File: config.mk
export PLATFORM = sky130hd
export DESIGN_NAME = ysyx_25060170_pipe_ctrl
export DESIGN_NICKNAME = d
export VERILOG_FILES = /design/src/rtl/ysyx_25060170_pipe_ctrl_pkg.sv /design/src/rtl/ysyx_25060170_sat_cnt.sv /design/src/rtl/ysyx_25060170_pipe_ctrl.sv
export SDC_FILE = /design/constraint.sdc
export NUM_CORES = 1
export LEC_CHECK = 0
export CORE_MARGIN = 2
export CORE_UTILIZATION = 32
export CTS_CLUSTER_DIAMETER = 40
export DETAILED_ROUTE_END_ITERATION = 6
export PLACE_DENSITY = 0.83
export RECOVER_POWER = 50
export SLEW_MARGIN = 10
export SYNTH_ARGS = -nofsm -noshare
export SYNTH_HDL_FRONTEND = slang
export SYNTH_SLANG_ARGS = --single-unit
File: constraint.sdc
create_clock -name clk -period 2.5 [get_ports clk]
set_input_delay 0.5 -clock clk [delete_from_list [all_inputs] [get_ports clk]]
set_output_delay 0.5 -clock clk [all_outputs]
set_load 0.01 [all_outputs]
File: src/rtl/ysyx_25060170_pipe_ctrl_pkg.sv
// Shared definitions for the pipeline hazard/sequencing controller:
// FSM state encoding and the default outstanding-fetch limit.
package ysyx_25060170_pipe_ctrl_pkg;

  typedef enum logic {
    RUN     = 1'b0,
    LS_WAIT = 1'b1
  } pipe_state_e;

  localparam int FETCH_OUTST_MAX_DEF = 2;
  localparam int OUTST_W             = 3;

endpackage

File: src/rtl/ysyx_25060170_sat_cnt.sv
// Saturating event counter: increments on inc, sticks at all-ones.
module ysyx_25060170_sat_cnt #(
  parameter int W = 32
) (
  input  logic         clk,
  input  logic         rst,
  input  logic         inc,
  output logic [W-1:0] cnt
);

  logic [W-1:0] cnt_q;
  logic [W-1:0] cnt_d;

  always_comb begin
    cnt_d = cnt_q;
    if (inc && (cnt_q != {W{1'b1}})) begin
      cnt_d = cnt_q + W'(1);
    end
  end

  always_ff @(posedge clk) begin
    if (rst) begin
      cnt_q <= '0;
    end else begin
      cnt_q <= cnt_d;
    end
  end

  assign cnt = cnt_q;

endmodule

File: src/rtl/ysyx_25060170_pipe_ctrl.sv
// Central hazard controller: load-use, LS memory waits, redirects, traps, fetch discard.
// Optional performance counters are built when YSYX_25060170_PIPE_PERF_EN is defined.
module ysyx_25060170_pipe_ctrl
  import ysyx_25060170_pipe_ctrl_pkg::*;
#(
  parameter int FETCH_OUTST_MAX = FETCH_OUTST_MAX_DEF,
  parameter int PERF_W          = 32
) (
  input  logic              clk,
  input  logic              rst,
  input  logic [4:0]        id_rs1_addr,
  input  logic [4:0]        id_rs2_addr,
  input  logic              id_rs1_ren,
  input  logic              id_rs2_ren,
  input  logic [4:0]        ex_rd_addr,
  input  logic              ex_rd_ena,
  input  logic              ex_is_load,
  input  logic              ex_redirect,
  input  logic              ls_mem_req,
  input  logic              ls_mem_done,
  input  logic              ls_trap,
  input  logic              if_req_fire,
  input  logic              if_resp_valid,
  output logic              if_hold,
  output logic              id_hold,
  output logic              ex_hold,
  output logic              ls_hold,
  output logic              id_flush,
  output logic              ie_flush,
  output logic              ls_flush,
  output logic              if_resp_drop,
  output logic [PERF_W-1:0] perf_ls_wait,
  output logic [PERF_W-1:0] perf_load_use,
  output logic [PERF_W-1:0] perf_flush
);

  pipe_state_e        state_q, state_d;
  logic [OUTST_W-1:0] outst_q, outst_d;
  logic [OUTST_W-1:0] drop_cnt_q, drop_cnt_d;

  logic mem_hold;
  logic trap_acc;
  logic redir_acc;
  logic flush_acc;
  logic load_use;
  logic load_use_act;
  logic fetch_full;
  logic resp_drop;

  always_comb begin
    state_d    = state_q;
    outst_d    = outst_q + OUTST_W'(if_req_fire) - OUTST_W'(if_resp_valid);
    drop_cnt_d = drop_cnt_q;

    mem_hold = (state_q == RUN) ? (ls_mem_req & ~ls_mem_done) : ~ls_mem_done;

    // A held redirect stays on the EX input, so it is simply picked up once mem_hold drops.
    trap_acc  = ~mem_hold & ls_trap;
    redir_acc = ~mem_hold & ex_redirect & ~ls_trap;
    flush_acc = trap_acc | redir_acc;

    load_use = ex_is_load & ex_rd_ena & (ex_rd_addr != 5'd0) &
               ((id_rs1_ren & (id_rs1_addr == ex_rd_addr)) |
                (id_rs2_ren & (id_rs2_addr == ex_rd_addr)));
    load_use_act = load_use & ~mem_hold & ~flush_acc;

    fetch_full = (outst_q == OUTST_W'(FETCH_OUTST_MAX));
    resp_drop  = if_resp_valid & (drop_cnt_q != '0);

    case (state_q)
      RUN:     if (ls_mem_req & ~ls_mem_done) state_d = LS_WAIT;
      LS_WAIT: if (ls_mem_done) state_d = RUN;
      default: state_d = RUN;
    endcase

    // Everything already requested (including this cycle's fire) belongs to the dead path.
    if (flush_acc) begin
      drop_cnt_d = outst_d;
    end else if (resp_drop) begin
      drop_cnt_d = drop_cnt_q - OUTST_W'(1);
    end
  end

  always_ff @(posedge clk) begin
    if (rst) begin
      state_q    <= RUN;
      outst_q    <= '0;
      drop_cnt_q <= '0;
    end else begin
      state_q    <= state_d;
      outst_q    <= outst_d;
      drop_cnt_q <= drop_cnt_d;
    end
  end

  assign if_hold      = ~rst & (mem_hold | load_use_act | fetch_full);
  assign id_hold      = ~rst & (mem_hold | load_use_act);
  assign ex_hold      = ~rst & mem_hold;
  assign ls_hold      = ~rst & mem_hold;
  assign id_flush     = ~rst & flush_acc;
  assign ie_flush     = ~rst & (flush_acc | load_use_act);
  assign ls_flush     = ~rst & trap_acc;
  assign if_resp_drop = ~rst & resp_drop;

`ifdef YSYX_25060170_PIPE_PERF_EN
  logic [PERF_W-1:0] ls_wait_cnt;
  logic [PERF_W-1:0] load_use_cnt;
  logic [PERF_W-1:0] flush_cnt;

  ysyx_25060170_sat_cnt #(.W(PERF_W)) u_cnt_ls_wait (
    .clk (clk),
    .rst (rst),
    .inc (mem_hold),
    .cnt (ls_wait_cnt)
  );

  ysyx_25060170_sat_cnt #(.W(PERF_W)) u_cnt_load_use (
    .clk (clk),
    .rst (rst),
    .inc (load_use_act),
    .cnt (load_use_cnt)
  );

  ysyx_25060170_sat_cnt #(.W(PERF_W)) u_cnt_flush (
    .clk (clk),
    .rst (rst),
    .inc (flush_acc),
    .cnt (flush_cnt)
  );

  assign perf_ls_wait  = rst ? '0 : ls_wait_cnt;
  assign perf_load_use = rst ? '0 : load_use_cnt;
  assign perf_flush    = rst ? '0 : flush_cnt;
`else
  assign perf_ls_wait  = '0;
  assign perf_load_use = '0;
  assign perf_flush    = '0;
`endif

endmodule

==> results of run 1 <==
## final cells by class
cell class                 instances  area [µm²]  area share
timing repair buffer              39         359       0.249
inverter                           7        26.3      0.0182
clock buffer                       4        45.0      0.0312
tap                               50        62.6      0.0433
sequential                         7         140      0.0971
multi-input combinational        148         811       0.562
## worst max-delay path, stage by stage
cell,delay [ns]
clkdlybuf4s50_1,0.51
o21bai_4,0.10
buf_4,0.15
nor2_1,0.12
clkdlybuf4s50_1,0.55
## registers in the layout, summed over array words and instances (netlist names)
name and cells:
drop_cnt_q 3, outst_q 3, state_q 1
## per-layer routing
metal / up-vias / share of wire
met5: - / 0
met4: 0 / 0.0092
met1: 382 / 0.30
met2: 59 / 0.59
met3: 2 / 0.10
li1: 403 / -
## cell families after synthesis
family	after synthesis
simple gates	21
buf+inv	105
other cells	1
compound gates	11
mux	2
flops	7
xor+xnor	13
fa+ha+maj	5
## worst paths after layout
path / startpoint / endpoint / slack [ns] / cells after the start
setup / recovery: ls_mem_req / ls_hold / 0.06 / 5
hold / removal: drop_cnt_q[0] / drop_cnt_q[0] / 0.59 / 2
setup reg to reg: outst_q[0] / drop_cnt_q[1] / 0.64 / 8
hold reg to reg: drop_cnt_q[0] / drop_cnt_q[0] / 0.59 / 2
## through the flow
step                cell area (µm²)  power (mW)   util  hold slack [ns]
floorplan                      1680       0.514      -            0.531
global placement               1390       0.505  0.348            0.557
detailed placement             1390       0.516  0.348            0.591
CTS                            1440       0.682  0.359            0.594
global route                   1440       0.737  0.361            0.620
finish                         1440       0.673  0.361            0.588
## power breakdown
part	internal (mW)	switching, mW
clock	0.110	0.0471
sequential	0.144	0.0191
combinational	0.163	0.189
## layout by cell type (no fill, tap or decap)
master	n
conb_1	96
clkdlybuf4s50_1	25
xor2_1	8
nor2_1	8
inv_1	7
dfxtp_1	7
buf_4	5
xnor2_1	4
ha_1	4
nand2_1	3
clkbuf_8	3
buf_2	3
nor4_2	2
a21oi_1	2
o22ai_1	2
nor2b_1	2
clkbuf_1	2
dlygate4sd2_1	2
dlymetal6s2s_1	2
o21bai_4	1
o31a_1	1
xor2_2	1
and2_0	1
a32oi_2	1
o21ai_4	1
nor3_1	1
nand3b_1	1
o22ai_2	1
and3b_1	1
nor2b_4	1
or2_2	1
o211ai_1	1
a211oi_1	1
mux2_1	1
mux2_2	1
fa_1	1
dlygate4sd3_1	1
## repair_timing
item,4_1_cts,5_1_grt
endpoints found under the setup margin,3,4
resized for setup,15,6
pin swaps,6,3
gates cloned,0,0
==> summary.txt, run 1 <==
Logic synthesis
  • Synth top area cells: buf_4 (55%), dfxtp_1 (11%), xor2_1 (5.9%)
  • Post-Synth Simple-Gate Area: 0.0907
  • Yosys reg bits: 7
  • Distinct cells, synth: 30
  • Mapped cell area: 0.00133 mm²
  • Seq/Total Area, Yosys: 0.106
  • Top-count cell post-synth: buf_4
  • Post-synthesis mux area share: 0.0170
  • Post-synth top cells: buf_4 (97), xor2_1 (9), nor2_1 (8)
  • Post-synth ARST share: 0
  • Share of the synthesized area in the top cell type: 0.550
  • Post-synth EDFFs: 0
  • Xor and xnor area share after synthesis: 0.0859
  • Post-synth top area cell: buf_4
  • Largest family of logic cells by synthesized area: buffers and inverters
  • Syn. warnings: 0
  • Area share of fa/ha/maj cells after synthesis: 0.0529
  • Most used DFF post-synth: dfxtp_1
  • Synth Instances: 165
  • Compound-gate portion of the synthesized area: 0.0727
  • Syn_area_per_cell: 8.03 µm²

Critical path
  • Crit-path max FO: 5
  • CP Capture Type: output pin
  • Crit path DAT: 1.94 ns
  • Startpoint types: input port
  • Critical setup path kind: input port to output pin
  • Worst Path Required: about 2.0 ns

Global route
  • Vias in the first global route: about 710
  • Initial antenna violation count: 0
  • First-pass GRT wire length: 3050 µm
  • Largest net degree at the start of global routing: 15
  • Gr busiest metal: met2
  • Global-route total usage across every layer: 0.0875
  • Met1 usage: 0.0788
  • GR Util met3: 0.0115
  • GRT overflow: 0
  • Met2 Use GR: 0.183

Placement
  • Gpl congestion: 0.769
  • Cells after DPL: 251
  • Port-buffer cells: 34
  • Pre-CTS setup slack: -0.431 ns
  • DPL Wire Length: 1900 µm

Route
  • Initial DRC Count: 24
  • Total number of vias: 846
  • DR vias/cell: around 3.3
  • Number of remaining DRC errors: 0
  • Drt first pass iters: 5
  • Final antenna-violating net count: 0
  • WL per Instance: between 8 and 9 µm
  • Post-Route WL: 2170 µm

Die
  • Chip height: 68.4 µm
  • I/O pin total: 131
  • CORE AREA: 0.00400 mm²
  • Initial core utilization: 0.331
  • Die Wd: 68.4 µm
  • Num rows: 23
  • Die area: 0.00467 mm²

Clocking
  • CTS Hold Bufs: 0
  • # H-tree levels: 1
  • CTS root buf: clkbuf_8
  • Clock Latency Late Sink: approximately 0.22 ns
  • Clock buffer count from CTS: 3
  • TritonCTS clock tree: built
  • Setup Buffers After CTS: 0
  • Max Root-Sink Buffers: 2
  • CTS sink count: 7
  • Reg clk slew, reported paths: 0.04 ns

Final layout
  • P&R area growth vs syn: 8.97%
  • Layout cell share with drive strength beyond 1: 0.102
  • # diodes: 0
  • FILL cells: roughly 440
  • Nets: 238
  • Final non-filler cell total: approximately 260

Job
  • Max_cap viols: 0

Timing
  • Setup TNS: 0 ns
  • Final Worst Setup Slack: 0.0636 ns
  • Endpoints failing hold: 0
  • RSZ-0062 raised after global routing: false
  • Max Clk Rate: 410 MHz
  • Number of setup violations in the final report: 0
  • Min Tclk post-route: roughly 2.4 ns
  • Skew final: 0.00127 ns
  • Fin crit share: 0.975
  • Slew Viols, Final: 0

Power and ir drop
  • PwrDens: 466 mW/mm²
  • Leakage power: 0.753 nW
  • Peak supply drop: 0.000155 V

Status
  • Status: completed

Worst hold path
  • Worst Hold Class: register to register
Power figures use the tool's default switching activity.
==> run 2, diff against run 1 <==
--- a/config.mk
+++ b/config.mk
@@ -15,3 +15,4 @@
 export SYNTH_ARGS = -nofsm -noshare
 export SYNTH_HDL_FRONTEND = slang
 export SYNTH_SLANG_ARGS = --single-unit
+export TNS_END_PERCENT = 30
==> results of run 2 <==
The final DEF is identical to that of run 1; final timing and power are the same.
==> run 3, diff against run 2 <==
--- a/config.mk
+++ b/config.mk
@@ -8,6 +8,7 @@
 export CORE_MARGIN = 2
 export CORE_UTILIZATION = 32
 export CTS_CLUSTER_DIAMETER = 40
+export CTS_CLUSTER_SIZE = 20
 export DETAILED_ROUTE_END_ITERATION = 6
 export PLACE_DENSITY = 0.83
 export RECOVER_POWER = 50
==> results of run 3 <==
The final DEF is identical to that of run 1; final timing and power are the same.
